==> src/rtl/param_shift_register_if.sv <==
//------------------------------------------------------------------------------
// param_shift_register_if : control/data bundle of the universal shift register
// Optional rotate port when SHIFT_REG_ROTATE_EN is defined.   Rev 1.0
//------------------------------------------------------------------------------
`default_nettype none

interface param_shift_register_if #(
   parameter int WIDTH = 8,
   parameter int LEN_W = 4
);
   logic             en;
   logic [1:0]       mode;
   logic             serial_in_l;
   logic             serial_in_r;
   logic [WIDTH-1:0] parallel_in;
   logic             burst_start;
   logic [LEN_W-1:0] burst_len;
   logic             burst_dir;
   logic [WIDTH-1:0] out;
   logic             serial_out_l;
   logic             serial_out_r;
   logic             busy;
   logic             done;
`ifdef SHIFT_REG_ROTATE_EN
   logic             rotate;

   modport master (
      output en, mode, serial_in_l, serial_in_r, parallel_in,
             burst_start, burst_len, burst_dir, rotate,
      input  out, serial_out_l, serial_out_r, busy, done
   );
   modport slave (
      input  en, mode, serial_in_l, serial_in_r, parallel_in,
             burst_start, burst_len, burst_dir, rotate,
      output out, serial_out_l, serial_out_r, busy, done
   );
`else
   modport master (
      output en, mode, serial_in_l, serial_in_r, parallel_in,
             burst_start, burst_len, burst_dir,
      input  out, serial_out_l, serial_out_r, busy, done
   );
   modport slave (
      input  en, mode, serial_in_l, serial_in_r, parallel_in,
             burst_start, burst_len, burst_dir,
      output out, serial_out_l, serial_out_r, busy, done
   );
`endif
endinterface

`default_nettype wire

==> src/rtl/param_shift_register.sv <==
//------------------------------------------------------------------------------
// param_shift_register : universal shift register with self-timed burst engine
// Optional feature macro: SHIFT_REG_ROTATE_EN (adds rotate input).   Rev 1.0
//------------------------------------------------------------------------------
`default_nettype none

module param_shift_register #(
   parameter int WIDTH = 8,
   parameter int LEN_W = 4
) (
   input  wire logic             clk,
   input  wire logic             clear,
   param_shift_register_if.slave bus
);

   typedef enum logic [0:0] {
      IDLE  = 1'b0,
      BURST = 1'b1
   } state_t;

   state_t           state_q, state_d;
   logic [WIDTH-1:0] out_q,   out_d;
   logic [LEN_W-1:0] cnt_q,   cnt_d;
   logic             dir_q,   dir_d;
   logic             busy_q,  busy_d;
   logic             done_q,  done_d;

   logic             rotate_on;
   logic             fill_l;
   logic             fill_r;
   logic [WIDTH-1:0] shl;
   logic [WIDTH-1:0] shr;

`ifdef SHIFT_REG_ROTATE_EN
   assign rotate_on = bus.rotate;
`else
   assign rotate_on = 1'b0;
`endif

   // Rotation recirculates the register's own end bits instead of the serial inputs.
   assign fill_l = rotate_on ? out_q[WIDTH-1] : bus.serial_in_l;
   assign fill_r = rotate_on ? out_q[0]       : bus.serial_in_r;
   assign shl    = {out_q[WIDTH-2:0], fill_l};
   assign shr    = {fill_r, out_q[WIDTH-1:1]};

   always_comb begin
      state_d = state_q;
      out_d   = out_q;
      cnt_d   = cnt_q;
      dir_d   = dir_q;
      busy_d  = busy_q;
      done_d  = 1'b0;
      unique case (state_q)
         IDLE: begin
            if (bus.burst_start) begin
               if (bus.burst_len != '0) begin
                  cnt_d   = bus.burst_len;
                  dir_d   = bus.burst_dir;
                  busy_d  = 1'b1;
                  state_d = BURST;
               end else begin
                  done_d = 1'b1;
               end
            end else if (bus.en) begin
               unique case (bus.mode)
                  2'b01:   out_d = shl;
                  2'b10:   out_d = shr;
                  2'b11:   out_d = bus.parallel_in;
                  default: out_d = out_q;
               endcase
            end
         end
         BURST: begin
            if (bus.en) begin
               out_d = dir_q ? shr : shl;
               cnt_d = cnt_q - LEN_W'(1);
               if (cnt_q == LEN_W'(1)) begin
                  busy_d  = 1'b0;
                  done_d  = 1'b1;
                  state_d = IDLE;
               end
            end
         end
         default: state_d = IDLE;
      endcase
   end

   always_ff @(posedge clk) begin
      if (clear) begin
         state_q <= IDLE;
         out_q   <= '0;
         cnt_q   <= '0;
         dir_q   <= 1'b0;
         busy_q  <= 1'b0;
         done_q  <= 1'b0;
      end else begin
         state_q <= state_d;
         out_q   <= out_d;
         cnt_q   <= cnt_d;
         dir_q   <= dir_d;
         busy_q  <= busy_d;
         done_q  <= done_d;
      end
   end

   assign bus.out          = out_q;
   assign bus.serial_out_l = out_q[WIDTH-1];
   assign bus.serial_out_r = out_q[0];
   assign bus.busy         = busy_q;
   assign bus.done         = done_q;

endmodule

`default_nettype wire
==> src/flat_wrapper.sv <==
// flat-port wrapper written by rule: the top's interface ports become plain ports
module param_shift_register_flat 
#(
   parameter int WIDTH = 8,
   parameter int LEN_W = 4
)
  (clk, clear, bus_en, bus_mode, bus_serial_in_l, bus_serial_in_r, bus_parallel_in, bus_burst_start, bus_burst_len, bus_burst_dir, bus_out, bus_serial_out_l, bus_serial_out_r, bus_busy, bus_done);
  param_shift_register_if #(.WIDTH(WIDTH), .LEN_W(LEN_W)) bus_i ();
  input  wire logic clk;
  input  wire logic clear;
  input wire logic [$bits(bus_i.en)-1:0] bus_en;
  input wire logic [$bits(bus_i.mode)-1:0] bus_mode;
  input wire logic [$bits(bus_i.serial_in_l)-1:0] bus_serial_in_l;
  input wire logic [$bits(bus_i.serial_in_r)-1:0] bus_serial_in_r;
  input wire logic [$bits(bus_i.parallel_in)-1:0] bus_parallel_in;
  input wire logic [$bits(bus_i.burst_start)-1:0] bus_burst_start;
  input wire logic [$bits(bus_i.burst_len)-1:0] bus_burst_len;
  input wire logic [$bits(bus_i.burst_dir)-1:0] bus_burst_dir;
  output wire logic [$bits(bus_i.out)-1:0] bus_out;
  output wire logic [$bits(bus_i.serial_out_l)-1:0] bus_serial_out_l;
  output wire logic [$bits(bus_i.serial_out_r)-1:0] bus_serial_out_r;
  output wire logic [$bits(bus_i.busy)-1:0] bus_busy;
  output wire logic [$bits(bus_i.done)-1:0] bus_done;
  assign bus_i.en = bus_en;
  assign bus_i.mode = bus_mode;
  assign bus_i.serial_in_l = bus_serial_in_l;
  assign bus_i.serial_in_r = bus_serial_in_r;
  assign bus_i.parallel_in = bus_parallel_in;
  assign bus_i.burst_start = bus_burst_start;
  assign bus_i.burst_len = bus_burst_len;
  assign bus_i.burst_dir = bus_burst_dir;
  assign bus_out = bus_i.out;
  assign bus_serial_out_l = bus_i.serial_out_l;
  assign bus_serial_out_r = bus_i.serial_out_r;
  assign bus_busy = bus_i.busy;
  assign bus_done = bus_i.done;
  param_shift_register #(.WIDTH(WIDTH), .LEN_W(LEN_W)) u_core (.clk(clk), .clear(clear), .bus(bus_i));
endmodule
==> config.mk <==
export PLATFORM = sky130hd
export DESIGN_NAME = param_shift_register_flat
export DESIGN_NICKNAME = d
export VERILOG_FILES = /design/src/rtl/param_shift_register_if.sv /design/src/rtl/param_shift_register.sv /design/src/flat_wrapper.sv
export SDC_FILE = /design/constraint.sdc
export NUM_CORES = 1
export LEC_CHECK = 0
export ABC_AREA = 1
export CORE_MARGIN = 2
export CORE_UTILIZATION = 35
export CTS_BUF_LIST = sky130_fd_sc_hd__clkbuf_2
export CTS_CLUSTER_DIAMETER = 40
export DETAILED_ROUTE_END_ITERATION = 10
export PLACE_DENSITY = 0.62
export SLEW_MARGIN = 15
export SYNTH_ARGS = -nofsm -noshare
export SYNTH_HDL_FRONTEND = slang
export SYNTH_SLANG_ARGS = --single-unit
==> constraint.sdc <==
create_clock -name clk -period 1.9 [get_ports clk]
set_input_delay 0.285 -clock clk [delete_from_list [all_inputs] [get_ports clk]]
set_output_delay 0.285 -clock clk [all_outputs]
set_load 0.05 [all_outputs]
==> impl_metrics.csv <==
group,metric,value,unit
worst_setup_path,crit_path_start_kind,"flop",
sta,report.final.slew_viol_count,0,
cells_and_area,layout_common_cells,"sky130_fd_sc_hd__nand2_1, sky130_fd_sc_hd__o21ai_0, sky130_fd_sc_hd__nor2_1",
detailed_routing,drt-total-wl,2.93,mm
clock_tree,clk_pin_slew,0.16,ns
sta,final_critical_period,1.84,ns
grt,grt_start_max_net_pins,18,
clock_tree,cts_max_level,1,
flow_run,cap_violations,0,
place,placed_area,1460,sq um
sta,post_route_clock_period_utilization,97.1,%
clock_tree,cts_buffers,3,
detailed_routing,num_vias,1214,
synth,post_synth_instance_area,1150,sq um
clock_tree,clock-root-buffer,"sky130_fd_sc_hd__clkbuf_2",
sta,worstMarginPinSlew,0.508,ns
grt,number_of_global_route_vias_before_repair,1133,
min_path,worstHoldPathType,"reg2reg",
clock_tree,clk_sink_count,16,
clock_tree,postCtsSetupBuffers,0,
sta,finalSetupTns,0,ns
synth,postSynthRegisterBits,16,
synth,post_synth_inst_count,177,
detailed_routing,detail_route.drc_violations,0,
synth,syn-mean-instance-area,6.51,sq um
clock_tree,cts_max_path_buffers,2,
worst_setup_path,slowest_delay,0.83,ns
cells_and_area,design.final.nets,233,
die,die-height,61.4,microns
worst_setup_path,critPathArrivalTime,1.56,ns
sta,number_of_hold_violations_in_the_final_report,0,
clock_tree,postCtsHoldBufs,0,
die,floorplan.initialDensity,37.1,%
cells_and_area,share_of_final_layout_standard_cells_stronger_than_drive_strength_1,8.74,%
clock_tree,cts_tree,"built",
cells_and_area,finished_core_util,48.2,%
power_and_ir_drop,fin_total_pwr,0.952,mW
cells_and_area,syn2layout_area_growth,29.7,%
detailed_routing,route.detailed.vias_per_inst,4.86,
worst_setup_path,critical_path.cell_chain,"clkdlybuf4s50_1",
cells_and_area,layout.cells.most_common,"sky130_fd_sc_hd__nand2_1",
power_and_ir_drop,total_leakage_power,0.717,nW
die,floorplan.die_area,3770,sq um
power_and_ir_drop,vdd.ir_drop.worst,310,uV
grt,grt-ovfl-total,0,
grt,grt_antenna_before_repair,0,
die,floorplan.rows,20,
worst_setup_path,timing.rr.start,"u_core.state_q",
die,placeableCoreArea,3100,sq um
place,portBuffers,32,
worst_setup_path,worstSetupPathType,"reg2out",
worst_setup_path,worst_path_dominant_cell_family,"buffers and inverters",
detailed_routing,detail_route_antenna_nets,0,
sta,hold_ws,0.486,ns
worst_setup_path,critPathLaunch,"u_core.bus.out[0]",
detailed_routing,wl_per_cell,11.7,microns
status,outcome,"finished, final reports clean",
sta,slew_headroom,66.0,%
place,gp_congestion,0.844,
synth,synth.distinct_cells,24,
sta,fmax,542,MHz
detailed_routing,drt_pre_antenna_iters,4,
grt,grt_util_all_layers,17.6,%
synth,yosys_warnings,0,
clock_tree,worst_skew_pair.late_latency,0.30,ns
worst_setup_path,critPathSlowestCell,"sky130_fd_sc_hd__clkdlybuf4s50_1",
sta,timing.final.setup_violations,0,
grt,grt_pass1_wl,4.96,mm
synth,mappedNetlistNets,203,
sta,finalClockSkew,0.00828,ns
worst_setup_path,cp.buffers_inverters,1,
worst_setup_path,worstPathMaxFanout,5,
power_and_ir_drop,power_density,637,nW/um^2
place,detailedPlacementHpwl,2.20,mm
die,number_of_placed_i_o_pins,33,
cells_and_area,n_antenna_cell,0,
clock_tree,postCtsResizedCells,1,
detailed_routing,initialDrtViolationCount,67,
die,die-width,61.4,microns
cells_and_area,layout_cell_area_excl_fill,1500,sq um
synth,register_area_share_after_synthesis,27.8,%
sta,grt_setup_unrepaired,"no",
worst_setup_path,worst-endpoint-required,1.62,ns
min_path,min-delay-start,"u_core.bus.busy",
worst_setup_path,critical_path.endpoint_type,"output port",
-- synthesized netlist by cell type (all sizes together) --
library cell | n | area (sq um)
o211ai | 4 | 30.0
buf | 9 | 77.6
nand3 | 7 | 40.0
dfxtp | 16 | 320
nor2 | 26 | 114
ha | 5 | 62.6
or2 | 1 | 6.26
a21oi | 14 | 77.6
clkinv | 1 | 3.75
o21ai | 35 | 186
inv | 14 | 52.6
nand2 | 45 | 181
-- worst paths after layout --
| path | to | slack (ns) | depth (start not counted) |
|---|---|---|---|
| worst min-delay path | u_core.bus.busy | 0.49 | 2 |
| worst min register to register | u_core.bus.busy | 0.49 | 2 |
| worst max-delay path | bus_serial_out_r | 0.06 | 1 |
| worst max register to register | u_core.bus.out[3] | 0.43 | 5 |
-- area by class of cell --
type                            count  area, sq um
Fill cell                         339         1610
Multi-Input combinational cell    137          698
Timing Repair Buffer               34          347
Sequential cell                    16          320
Inverter                           15         56.3
Tap cell                           44         55.1
Clock buffer                        3         15.0
Clock inverter                      1         3.75
-- metrics by stage --
step / instances / setup WS (ns)
6_report: 250 / 0.0555
5_1_grt: 250 / 0.00131
4_1_cts: 250 / 0.0135
3_5_place_dp: 246 / 0.0162
3_3_place_gp: 246 / 0.0879
2_1_floorplan: 177 / 0.641
-- sequential cells by signal, indices dropped and copies added, names as in the netlist --
register         flops
u_core.cnt_q         4
u_core.bus.out       8
u_core.dir_q         1
u_core.state_q       1
u_core.bus.busy      1
u_core.bus.done      1
-- cells by family (layout without fill, tap and decap cells) --
family | after synthesis | after routing | synth area share, %
buffers and inverters | 24 | 53 | 11.6
AO/OA/AOI/OAI | 53 | 53 | 25.5
flip-flops | 16 | 16 | 27.8
AND/OR/NAND/NOR | 79 | 79 | 29.6
adder cells (fa/ha/maj) | 5 | 5 | 5.43
-- layer usage --
layer	share of wire (%)	global-route usage, %	wire [microns]	up-vias
li1	-	-	-	634
met1	46	23.3	1340	548
met2	48	28.6	1410	28
met3	4.9	4.41	144	4
met4	0.79	4.86	23	0
met5	0	0	0	-
-- report_power, final --
group	switching, mW	internal [mW]	total, mW
sequential	0.0467	0.370	0.416
clock	0.111	0.0457	0.156
combinational	0.232	0.147	0.379
No activity file was read; power rests on OpenSTA's default activity.
